--- config.mk ---
export PLATFORM = sky130hd
export DESIGN_NAME = ks_mem_arbiter
export DESIGN_NICKNAME = d
export VERILOG_FILES = /design/src/rtl/ks_mem_arbiter.sv
export SDC_FILE = /design/constraint.sdc
export NUM_CORES = 1
export LEC_CHECK = 0
export ABC_AREA = 0
export BUFFER_PORTS_ARGS = -buffer_cell sky130_fd_sc_hd__clkbuf_2
export CAP_MARGIN = 0
export CORE_MARGIN = 1.5
export CORE_UTILIZATION = 48
export DETAILED_ROUTE_END_ITERATION = 6
export GPL_TIMING_DRIVEN = 0
export HOLD_SLACK_MARGIN = 0.1
export PLACE_DENSITY = 0.92
export SETUP_SLACK_MARGIN = 0.15
export SLEW_MARGIN = 20
export SYNTH_ARGS = -nofsm -noshare
export SYNTH_HDL_FRONTEND = slang
export SYNTH_SLANG_ARGS = --single-unit
--- constraint.sdc ---
create_clock -name clk -period 2.3 [get_ports clk]
set_clock_uncertainty 0.1 [all_clocks]
set_input_delay 0.345 -clock clk [delete_from_list [all_inputs] [get_ports clk]]
set_output_delay 0.345 -clock clk [all_outputs]
set_load 0.01 [all_outputs]
--- src/rtl/ks_mem_arbiter.sv ---
// ks_mem_arbiter
// ----------------------------------------------------------------------------
// Shares the single-port K&S data RAM between the core datapath (fetch, LOAD,
// STORE) and the host port (program load / debug).
// - Round-robin arbitration: one access per cycle.
// - The RAM has a synchronous read with 1-cycle latency.
// - A lock handshake gives the host exclusive ownership of the RAM.
//
// Ports
//   clk, rst_n              clock (rising edge), asynchronous active-low reset
//   core_req/we/addr/wdata  core request; held stable until core_gnt
//   core_gnt                core access accepted this cycle (combinational)
//   core_rvalid/core_rdata  core read return, one cycle after the grant
//   host_req/we/addr/wdata  host request; held stable until host_gnt
//   host_gnt                host access accepted this cycle (combinational)
//   host_rvalid/host_rdata  host read return, one cycle after the grant
//   host_lock_req           host asks for exclusive RAM ownership
//   host_lock_ack           exclusive ownership held (registered)
//   ram_addr/wdata/we       RAM command, muxed from the winner
//   ram_rdata               RAM read data, valid one cycle after the address
//
// Optional build macro KS_ARB_WAIT_CNT_EN:
// - Adds core_wait_cnt and host_wait_cnt.
// - Each counter holds the number of cycles its requester has been kept
//   waiting. It saturates at 255 and clears on that requester's grant.
// ----------------------------------------------------------------------------
module ks_mem_arbiter #(
    parameter int ADDR_WIDTH = 5,
    parameter int DATA_WIDTH = 16
) (
    input  logic                  clk,
    input  logic                  rst_n,
    input  logic                  core_req,
    input  logic                  core_we,
    input  logic [ADDR_WIDTH-1:0] core_addr,
    input  logic [DATA_WIDTH-1:0] core_wdata,
    output logic                  core_gnt,
    output logic                  core_rvalid,
    output logic [DATA_WIDTH-1:0] core_rdata,
    input  logic                  host_req,
    input  logic                  host_we,
    input  logic [ADDR_WIDTH-1:0] host_addr,
    input  logic [DATA_WIDTH-1:0] host_wdata,
    output logic                  host_gnt,
    output logic                  host_rvalid,
    output logic [DATA_WIDTH-1:0] host_rdata,
    input  logic                  host_lock_req,
    output logic                  host_lock_ack,
    output logic [ADDR_WIDTH-1:0] ram_addr,
    output logic [DATA_WIDTH-1:0] ram_wdata,
    output logic                  ram_we,
    input  logic [DATA_WIDTH-1:0] ram_rdata
`ifdef KS_ARB_WAIT_CNT_EN
    ,
    output logic [7:0]            core_wait_cnt,
    output logic [7:0]            host_wait_cnt
`endif
);

    localparam logic [1:0] ARB_RR     = 2'd0;
    localparam logic [1:0] ARB_DRAIN  = 2'd1;
    localparam logic [1:0] ARB_LOCKED = 2'd2;

    localparam logic WIN_CORE = 1'b0;
    localparam logic WIN_HOST = 1'b1;

    logic [1:0]            state_q;
    logic [1:0]            state_d;
    logic                  last_winner_q;
    logic                  core_elig;
    logic [ADDR_WIDTH-1:0] addr_hold_q;
    logic [DATA_WIDTH-1:0] wdata_hold_q;
    logic                  core_rd_vld_p1;
    logic                  host_rd_vld_p1;
    logic [DATA_WIDTH-1:0] core_rdata_q;
    logic [DATA_WIDTH-1:0] host_rdata_q;
    logic                  lock_ack_q;

    // The core is held off in DRAIN and LOCKED.
    // It is also held off in the very cycle a lock request first shows up.
    assign core_elig = core_req && (state_q == ARB_RR) && !host_lock_req;

    always_comb begin
        core_gnt = 1'b0;
        host_gnt = 1'b0;
        if (core_elig && host_req) begin
            // Tie: the requester that did not win last time goes now.
            core_gnt = (last_winner_q == WIN_HOST);
            host_gnt = (last_winner_q == WIN_CORE);
        end else begin
            core_gnt = core_elig;
            host_gnt = host_req;
        end
    end

    // With no winner, the RAM address and write data keep their last values.
    always_comb begin
        ram_addr  = addr_hold_q;
        ram_wdata = wdata_hold_q;
        ram_we    = 1'b0;
        if (core_gnt) begin
            ram_addr  = core_addr;
            ram_wdata = core_wdata;
            ram_we    = core_we;
        end else if (host_gnt) begin
            ram_addr  = host_addr;
            ram_wdata = host_wdata;
            ram_we    = host_we;
        end
    end

    always_comb begin
        state_d = state_q;
        case (state_q)
            ARB_RR: begin
                if (host_lock_req) state_d = ARB_DRAIN;
            end
            ARB_DRAIN: begin
                // A core read granted before the lock was seen must return first.
                if (!host_lock_req)      state_d = ARB_RR;
                else if (!core_rd_vld_p1) state_d = ARB_LOCKED;
            end
            ARB_LOCKED: begin
                if (!host_lock_req) state_d = ARB_RR;
            end
            default: state_d = ARB_RR;
        endcase
    end

    always_ff @(posedge clk or negedge rst_n) begin
        if (!rst_n) begin
            state_q       <= ARB_RR;
            last_winner_q <= WIN_HOST;
            addr_hold_q   <= '0;
            wdata_hold_q  <= '0;
            lock_ack_q    <= 1'b0;
        end else begin
            state_q    <= state_d;
            lock_ack_q <= (state_d == ARB_LOCKED);
            // Leaving the lock hands the next tie to the core.
            if (host_gnt || (state_q == ARB_LOCKED && !host_lock_req))
                last_winner_q <= WIN_HOST;
            else if (core_gnt)
                last_winner_q <= WIN_CORE;
            if (core_gnt || host_gnt) begin
                addr_hold_q  <= ram_addr;
                wdata_hold_q <= ram_wdata;
            end
        end
    end

    assign host_lock_ack = lock_ack_q;

    // ---- stage p1: RAM read return ----
    always_ff @(posedge clk or negedge rst_n) begin
        if (!rst_n) begin
            core_rd_vld_p1 <= 1'b0;
            host_rd_vld_p1 <= 1'b0;
            core_rdata_q   <= '0;
            host_rdata_q   <= '0;
        end else begin
            core_rd_vld_p1 <= core_gnt && !core_we;
            host_rd_vld_p1 <= host_gnt && !host_we;
            if (core_rd_vld_p1) core_rdata_q <= ram_rdata;
            if (host_rd_vld_p1) host_rdata_q <= ram_rdata;
        end
    end

    // Read data passes straight through in its valid cycle.
    // It is then held in a register until the next read returns.
    assign core_rvalid = core_rd_vld_p1;
    assign host_rvalid = host_rd_vld_p1;
    assign core_rdata  = core_rd_vld_p1 ? ram_rdata : core_rdata_q;
    assign host_rdata  = host_rd_vld_p1 ? ram_rdata : host_rdata_q;

`ifdef KS_ARB_WAIT_CNT_EN
    logic [7:0] core_wait_q;
    logic [7:0] host_wait_q;

    always_ff @(posedge clk or negedge rst_n) begin
        if (!rst_n) begin
            core_wait_q <= 8'd0;
            host_wait_q <= 8'd0;
        end else begin
            if (core_gnt)                              core_wait_q <= 8'd0;
            else if (core_req && core_wait_q != 8'hFF) core_wait_q <= core_wait_q + 8'd1;
            if (host_gnt)                              host_wait_q <= 8'd0;
            else if (host_req && host_wait_q != 8'hFF) host_wait_q <= host_wait_q + 8'd1;
        end
    end

    assign core_wait_cnt = core_wait_q;
    assign host_wait_cnt = host_wait_q;
`endif

endmodule

-- Word level (Yosys, flattened, before mapping)
Cells that the tools add are included.
- bits of input ports: 65
- output and inout bits: 59
- logic and storage cells: 43
- flip-flop bits (word level): 59
- bitwise gates (word level): 1
- multiplexer cells: 17
- reduce and logical (&&, ||, !) cells: 13
- equality and inequality tests: 3
- operators with widths (cell ; count):
    $mux 16 ; 4
    $mux 5 ; 2
    $mux 2 ; 4
    $logic_and 1x1->1 ; 6
    $mux 1 ; 6
    $pmux 2 s3 ; 1
    $eq 2x2->1 const B ; 2
    $logic_not 1->1 ; 3
    $eq 2x1->1 const B ; 1
    $logic_not 2->1 ; 1
    $logic_or 1x1->1 ; 2
    $reduce_bool 2->1 ; 1
    $not 1->1 ; 1

-- Longest topological paths before layout
Gate-level depths: netlist of run 1.
- depth after elaboration: 7
- gate-level depth with buffers: 5
- mapped depth without buffers: 3

-- Worst setup path before layout of run 1
Ideal clock, no wire load.
- path type: reg-to-output
- start: register state_q[1]
- end: output ram_wdata[1]
- stages on the path, launching flop included: 6
- buffers on the path: 2
- required time: 1.855 ns
- arrival: 1.499 ns
- path slack: 0.356 ns
- cells stage by stage: dfrtp_1 nor4b_2 buf_4 buf_4 a211oi_1 a211oi_1
- word-level cells in the longest chain between the ends: 7
- elaborated cells between the ends (all ways): 8
- those cells by class: mux: 4; reduce/logical: 4
- RTL lines (item ; RTL line ; RTL):
    from (decl) ; 67 ; logic [1:0] state_q;
    from (signal assigned) ; 138 ; state_q <= state_d;
    $logic_not 2->1 * ; 81 ; assign core_elig = core_req && (state_q == ARB_RR) && !host_lock_req;
    $logic_and 1x1->1 * (2 in series) ; 81 ;
    $logic_and 1x1->1 ; 86 ; if (core_elig && host_req) begin
    $mux 1 ; 86 ;
    $mux 16 ; 105 ; end else if (host_gnt) begin
    $mux 16 * ; 101 ; if (core_gnt) begin
    to (decl) ; 50 ; output logic [DATA_WIDTH-1:0] ram_wdata,
Every way passes the cells marked *; elsewhere a longest branch is shown, timed or not.

-- Worst setup path after layout of run 1
- start: register state_q[0]
- end: output ram_wdata[8]
Same word-level chain as after synthesis.

==> impl_metrics.sql, run 1 <==
INSERT INTO impl_metrics (metric_group, metric, value, unit) VALUES
('status', 'outcome', 'finished, violations left', ''),
('status', 'violations', 'setup timing', ''),
('logic_synthesis', 'synth_enable_flop_cells', '0', ''),
('floorplan', 'die-area', '0.00655', 'mm²'),
('clocking', 'clock_sinks', '59', ''),
('logic_synthesis', 'yosysTopAreaCellShare', '0.498', ''),
('floorplan', 'fp.dieH', '80.9', 'µm'),
('clocking', 'ctsRootBufferMaster', 'clkbuf_8', ''),
('power', 'power.ir.vdd_worst', '0.000750', 'V'),
('place', 'globalplace.congestion', '0.797', ''),
('critical_path', 'crit-reg2reg-capture', 'addr_hold_q[4]', ''),
('logic_synthesis', 'synthDominantAreaCellType', 'dfrtp_1', ''),
('sta', 'max_slew.worst_pin.slew', '0.617', 'ns'),
('floorplan', 'initial_utilization', '0.495', ''),
('logic_synthesis', 'syn-cell-area', '0.00291', 'mm²'),
('floorplan', 'die-width', '80.9', 'µm'),
('grt', 'grt_overflow_total', '0', ''),
('logic_synthesis', 'synth-warning-count', '0', ''),
('sta', 'grt_setup_unrepaired', 'yes', ''),
('place', 'place.detailed.hpwl', '5200', 'µm'),
('layout', 'multiInputGateArea', '0.00159', 'mm²'),
('routing', 'routed_via_density', '5.73', ''),
('routing', 'first_pass_iters', '4', ''),
('sta', 'timing.slew.headroom', '0.589', ''),
('logic_synthesis', 'synth_top_flop_cell', 'dfrtp_1', ''),
('logic_synthesis', 'netlist_instances', '236', ''),
('power', 'leakage', '1.94', 'nW'),
('worst_hold_path', 'worstHoldPathCells', '2', ''),
('critical_path', 'worst_r2r_startpoint', 'state_q[0]', ''),
('sta', 'worst_hold_slack_after_final_layout', '0.171', 'ns'),
('worst_hold_path', 'worstHoldStart', 'ram_rdata[12]', ''),
('layout', 'fraction_of_layout_instances_using_a_drive_strength_above_1', '0.626', ''),
('sta', 'period_minus_slack', '2.47', 'ns'),
('layout', 'synthToLayoutAreaGrowth', '52.7', '%'),
('worst_hold_path', 'timing.hold.worst.class', 'in -> reg', ''),
('layout', 'antenna_cells', '0', ''),
('grt', 'antenna_found_initial', '0', ''),
('floorplan', 'top_level_ports', '124', ''),
('logic_synthesis', 'synth-seq-area-share', '0.507', ''),
('sta', 'drv_slew', '0', ''),
('grt', 'vias_in_the_first_global_route', '2619', ''),
('critical_path', 'setup.worst_path.class', 'reg -> out', ''),
('clocking', 'clk_path_buf_depth', '2', ''),
('critical_path', 'startpoint_type', 'register', ''),
('sta', 'finalHoldViolCount', '0', ''),
('sta', 'max_clock_freq', '405', 'MHz'),
('sta', 'setup-tns-final', '-3.35', 'ns'),
('logic_synthesis', 'syn_area_per_cell', '12.3', 'µm²'),
('clocking', 'ctsHtreeMaxLevel', '3', ''),
('critical_path', 'r2r_cells', '7', ''),
('logic_synthesis', 'synth.lib_cells_used.distinct', '23', ''),
('sta', 'timing.final.ws_setup', '-0.169', 'ns'),
('routing', 'detail_route.wirelength', '8470', 'µm'),
('layout', 'layout_nets', '456', ''),
('sta', 'timing.final.setup_violations', '23', ''),
('layout', 'num-fill-cells', '390', ''),
('power', 'report.power.total', '0.00349', 'W'),
('logic_synthesis', 'async_reset_ff_frac', '1.00', ''),
('grt', 'grt_pass1_wl', '12400', 'µm'),
('critical_path', 'worst_setup_path_end_kind', 'output port', ''),
('layout', 'register_area', '0.00148', 'mm²'),
('grt', 'globalRouteTotalUtil', '0.252', ''),
('logic_synthesis', 'ys_ff_latch', '59', ''),
('critical_path', 'cp_startpoint', 'state_q[0]', ''),
('power', 'cellPowerDensity', '785', 'mW/mm²'),
('clocking', 'worstSkewPairLatency', '0.33', 'ns'),
('floorplan', 'placeableCoreArea', '0.00589', 'mm²'),
('layout', 'finalCoreUtilization', '0.756', ''),
('clocking', 'tritoncts_clock_tree', 'yes', ''),
('sta', 'period_share', '1.07', ''),
('logic_synthesis', 'mappedNetlistNets', '301', '');
layout by cell type (no fill, tap or decap), types with 6 or more instances in the layout:
master	synthesis	routed
a211oi_1	64	54
a211oi_2	0	10
buf_2	4	9
buf_4	3	13
buf_6	0	6
clkbuf_1	12	8
clkbuf_2	0	115
clkbuf_8	0	10
dfrtp_1	58	58
mux2_2	32	32
mux2i_1	21	12
nor3_2	6	6
nor3_4	0	14
critical path, stage by stage (launching register included):
cell      delay (ns)
dfrtp_1         0.41
buf_4           0.15
or4b_4          0.54
buf_12          0.19
nor3_2          0.14
a211oi_1        0.08
clkbuf_2        0.17
sequential cells by signal, indices dropped and copies added, names as in the netlist:
signal / count
host_lock_ack: 1
core_rdata_q: 16
host_rdata_q: 16
addr_hold_q: 5
wdata_hold_q: 16
state_q: 2
core_rvalid: 1
host_rvalid: 1
last_winner_q: 1
synth_stat cells (2+ instances only):
cell and n:
nor3_2 6, nor2b_1 4, nor3_1 15, o21a_1 2, mux2i_1 21, a21oi_1 3, dfrtp_1 58, mux2_2 32
buf_12 2, buf_4 3, a211oi_1 64, clkbuf_1 12, buf_2 4
per-stage QoR:
stage / cells / cell area [µm²]
after floorplan: 236 / 2910
after global placement: 434 / 3620
after detailed placement: 435 / 3650
after CTS: 467 / 4240
after global routing: 471 / 4450
final: 471 / 4450
power by group:
part,switching [W],internal (W)
logic,0.000640,0.000580
clock network,0.000409,0.000529
registers,0.0000760,0.00126
logic make-up (layout without fill, tap and decap cells):
family,Yosys count,in the layout,share of synthesized area
compound gates,70,70,0.178
flops,59,59,0.507
mux,53,53,0.196
simple gates,30,30,0.0713
buf+inv,24,184,0.0477
cell type report:
type,instances,share of cell area
Multi-Input combinational cell,153,0.357
Sequential cell,59,0.332
Timing Repair Buffer,145,0.200
Buffer,21,0.0442
Clock buffer,12,0.0326
Tap cell,75,0.0211
Clock inverter,4,0.0112
Inverter,2,0.00169
per-layer routing:
layer  routed length [µm]  global-route usage  part of all wire
met5                    0                   0                 0
met4                  132               0.122             0.016
met3                  489              0.0449             0.058
met2                 4390               0.448              0.52
met1                 3460               0.293              0.41
what timing repair did:
action                                 CTS  global route
pin swaps                               12            12
hold buffers                             3             0
endpoints found under the hold margin   60             0
setup endpoints to repair               43            34
cloned                                   2             0
resized for setup                       50            44
setup buffers                           12             4
how the worst max path moves through the flow:
stage	slack, ns	end
after floorplan	0.36	ram_wdata[1]
after global placement	0.08	ram_wdata[10]
after detailed placement	0.006	ram_wdata[10]
after CTS	-0.11	ram_wdata[8]
after global routing	-0.26	ram_wdata[9]
final	-0.17	ram_wdata[8]
No activity file was read; power rests on OpenSTA's default activity.
==> run 2: changes to the inputs <==
--- a/config.mk
+++ b/config.mk
@@ -9,12 +9,12 @@
 export BUFFER_PORTS_ARGS = -buffer_cell sky130_fd_sc_hd__clkbuf_2
 export CAP_MARGIN = 0
 export CORE_MARGIN = 1.5
-export CORE_UTILIZATION = 48
+export CORE_UTILIZATION = 43
 export DETAILED_ROUTE_END_ITERATION = 6
 export GPL_TIMING_DRIVEN = 0
 export HOLD_SLACK_MARGIN = 0.1
-export PLACE_DENSITY = 0.92
-export SETUP_SLACK_MARGIN = 0.15
+export PLACE_DENSITY = 0.88
+export SETUP_SLACK_MARGIN = 0.2
 export SLEW_MARGIN = 20
 export SYNTH_ARGS = -nofsm -noshare
 export SYNTH_HDL_FRONTEND = slang
==> constraint.sdc (replaced) <==
create_clock -name clk -period 2 [get_ports clk]
set_clock_uncertainty 0.1 [all_clocks]
set_input_delay 0.3 -clock clk [delete_from_list [all_inputs] [get_ports clk]]
set_output_delay 0.3 -clock clk [all_outputs]
set_load 0.01 [all_outputs]
==> impl_metrics.sql, run 2 (same netlist as run 1, synthesis figures left out) <==
INSERT INTO impl_metrics (metric_group, metric, value, unit) VALUES
('sta', 'max_clock_freq', '414', 'MHz'),
('critical_path', 'slowest_delay', '0.58', 'ns'),
('status', 'violations', 'DRC, setup timing', ''),
('power', 'power.ir.vdd_worst', '0.000493', 'V'),
('grt', 'grt_overflow_total', '0', ''),
('routing', 'post_drt_wl_per_cell', '20.2', 'µm'),
('clocking', 'clock_sinks', '59', ''),
('critical_path', 'required', '1.60', 'ns'),
('worst_hold_path', 'timing.hold.worst.class', 'in -> reg', ''),
('critical_path', 'cp_startpoint', 'state_q[1]', ''),
('floorplan', 'top_level_ports', '124', ''),
('power', 'leakage', '2.23', 'nW'),
('worst_hold_path', 'min_delay_worst_endpoint', 'host_rdata_q[2]', ''),
('clocking', 'ctsHtreeMaxLevel', '3', ''),
('critical_path', 'arrival_time_of_the_worst_setup_path', '2.02', 'ns'),
('clocking', 'clk_path_buf_depth', '2', ''),
('floorplan', 'placement_rows', '29', ''),
('sta', 'grt_setup_unrepaired', 'yes', ''),
('layout', 'fraction_of_layout_instances_using_a_drive_strength_above_1', '0.710', ''),
('grt', 'grt_start_max_net_pins', '36', ''),
('critical_path', 'cpLargestDelayFamily', 'simple AND/OR/NAND/NOR gates', ''),
('sta', 'timing.slew.headroom', '0.467', ''),
('critical_path', 'timing.reg2reg.setup_slack', '0.22', 'ns'),
('clocking', 'tritoncts_clock_tree', 'yes', ''),
('layout', 'leading_cell_type_in_the_layout_fill_and_taps_excluded', 'clkbuf_2', ''),
('layout', 'synthToLayoutAreaGrowth', '77.5', '%'),
('routing', 'detailroute.via_count', '2728', ''),
('critical_path', 'setup.worst_path.class', 'reg -> out', ''),
('floorplan', 'die-area', '0.00728', 'mm²'),
('routing', 'first_iter_violations', '100', ''),
('clocking', 'worst_setup_hold_path_clk_slew', '0.07', 'ns'),
('layout', 'reg_top3', 'core_rdata_q x16, host_rdata_q x16, wdata_hold_q x16', ''),
('sta', 'setup-tns-final', '-7.88', 'ns'),
('sta', 'timing.final.setup_violations', '24', ''),
('floorplan', 'fp.dieH', '85.3', 'µm'),
('clocking', 'tritoncts.num_buffers', '9', ''),
('grt', 'grt_pass1_wl', '13800', 'µm'),
('critical_path', 'r2r_cells', '6', ''),
('clocking', 'worstSkewPairLatency', '0.34', 'ns'),
('sta', 'drv_slew', '0', ''),
('routing', 'drc_violation_count_after_routing', '7', ''),
('critical_path', 'crit_path_cell_trace', 'or4b_4 > buf_6 > nor3_2 > a211oi_2 > buf_2', ''),
('routing', 'routed_via_density', '5.68', ''),
('critical_path', 'path_depth', '5', ''),
('layout', 'layout_nets', '466', ''),
('sta', 'period_minus_slack', '2.42', 'ns'),
('routing', 'detail-route-antenna-nets', '0', ''),
('status', 'outcome', 'finished, violations left', ''),
('grt', 'antenna_found_initial', '0', ''),
('critical_path', 'cp_max_fo', '10', ''),
('critical_path', 'startpoint_type', 'register', ''),
('grt', 'globalRouteTotalUtil', '0.244', ''),
('sta', 'period_share', '1.21', ''),
('sta', 'max_slew.worst_pin.slew', '0.799', 'ns'),
('sta', 'timing.final.ws_setup', '-0.417', 'ns'),
('place', 'place.detailed.hpwl', '5550', 'µm'),
('flow_run', 'maxCapViolCount', '0', ''),
('floorplan', 'die-width', '85.3', 'µm'),
('critical_path', 'critPathSlowestCell', 'or4b_4', ''),
('grt', 'vias_in_the_first_global_route', '2782', ''),
('critical_path', 'crit-reg2reg-capture', 'wdata_hold_q[0]', ''),
('worst_hold_path', 'worstHoldStart', 'ram_rdata[2]', ''),
('sta', 'worst_hold_slack_after_final_layout', '0.128', 'ns'),
('layout', 'num-fill-cells', '382', ''),
('layout', 'finalCoreUtilization', '0.801', ''),
('routing', 'detail_route.wirelength', '9710', 'µm'),
('critical_path', 'worst_setup_path_end_kind', 'output port', ''),
('floorplan', 'initial_utilization', '0.451', ''),
('critical_path', 'crit_buf_inv', '2', ''),
('critical_path', 'worst_r2r_startpoint', 'state_q[1]', ''),
('place', 'port_buffer_count', '123', ''),
('worst_hold_path', 'worstHoldPathCells', '2', ''),
('routing', 'first_pass_iters', '7', ''),
('sta', 'finalHoldViolCount', '0', ''),
('layout', 'mostFrequentLayoutCells', 'clkbuf_2, dfrtp_1, buf_6', ''),
('floorplan', 'placeableCoreArea', '0.00646', 'mm²'),
('layout', 'antenna_cells', '0', ''),
('clocking', 'ctsRootBufferMaster', 'clkbuf_8', ''),
('power', 'cellPowerDensity', '921', 'mW/mm²'),
('place', 'globalplace.congestion', '0.738', '');
[run 2: cell count changes in the layout (fill, tap and decap cells not counted), sizes merged]
cell,before,now
bufinv,1,2
clkinvlp,2,0
bufbuf,1,0
buf,37,79
clkbuf,137,104
[run 2: through the flow]
step / total power [W] / instances / setup slack (ns) / instance area (µm²)
4_1_cts: 0.00427 / 466 / -0.377 / 4620
3_5_place_dp: 0.00275 / 437 / -0.224 / 3780
5_1_grt: 0.00495 / 480 / -0.499 / 5170
3_3_place_gp: 0.00270 / 436 / -0.176 / 3760
2_1_floorplan: 0.00227 / 236 / 0.136 / 3050
6_report: 0.00476 / 480 / -0.417 / 5170
[run 2: how the worst max path moves through the flow]
stage	endpoint	slack, ns
finish	ram_wdata[13]	-0.42
global placement	ram_wdata[1]	-0.18
floorplan	ram_addr[0]	0.14
global route	ram_wdata[6]	-0.50
detailed placement	ram_wdata[10]	-0.22
CTS	ram_wdata[9]	-0.38
[run 2: layout make-up]
type / count / area [µm²] / area share
Multi-Input combinational cell: 153 / 1950 / 0.376
Sequential cell: 59 / 1480 / 0.286
Timing Repair Buffer: 154 / 1230 / 0.239
Buffer: 22 / 209 / 0.0404
Clock buffer: 10 / 138 / 0.0266
Tap cell: 77 / 96.3 / 0.0186
Clock inverter: 3 / 65.1 / 0.0126
Inverter: 2 / 7.51 / 0.00145
[run 2: what timing repair did]
item | CTS | global route
resized for setup | 102 | 110
buffers inserted | 11 | 12
cloned | 2 | 2
hold buffers | 3 | 0
endpoints found under the setup margin | 76 | 75
pin swaps | 1 | 18
endpoints found under the hold margin | 26 | 0
[run 2: where the power goes]
group          total [W]  internal (W)  switching, W
combinational    0.00200       0.00114      0.000859
clock            0.00119      0.000713      0.000477
sequential       0.00157       0.00145      0.000122
total            0.00476       0.00331       0.00146
[run 2: layer usage]
| metal | vias to the layer above | wire length (µm) | track usage | share of wire |
|---|---|---|---|---|
| li1 | 1243 | - | - | - |
| met1 | 1369 | 3940 | 0.310 | 0.41 |
| met2 | 105 | 5140 | 0.411 | 0.53 |
| met3 | 11 | 484 | 0.0399 | 0.050 |
| met4 | 0 | 139 | 0.109 | 0.014 |
| met5 | - | 0 | 0 | 0 |
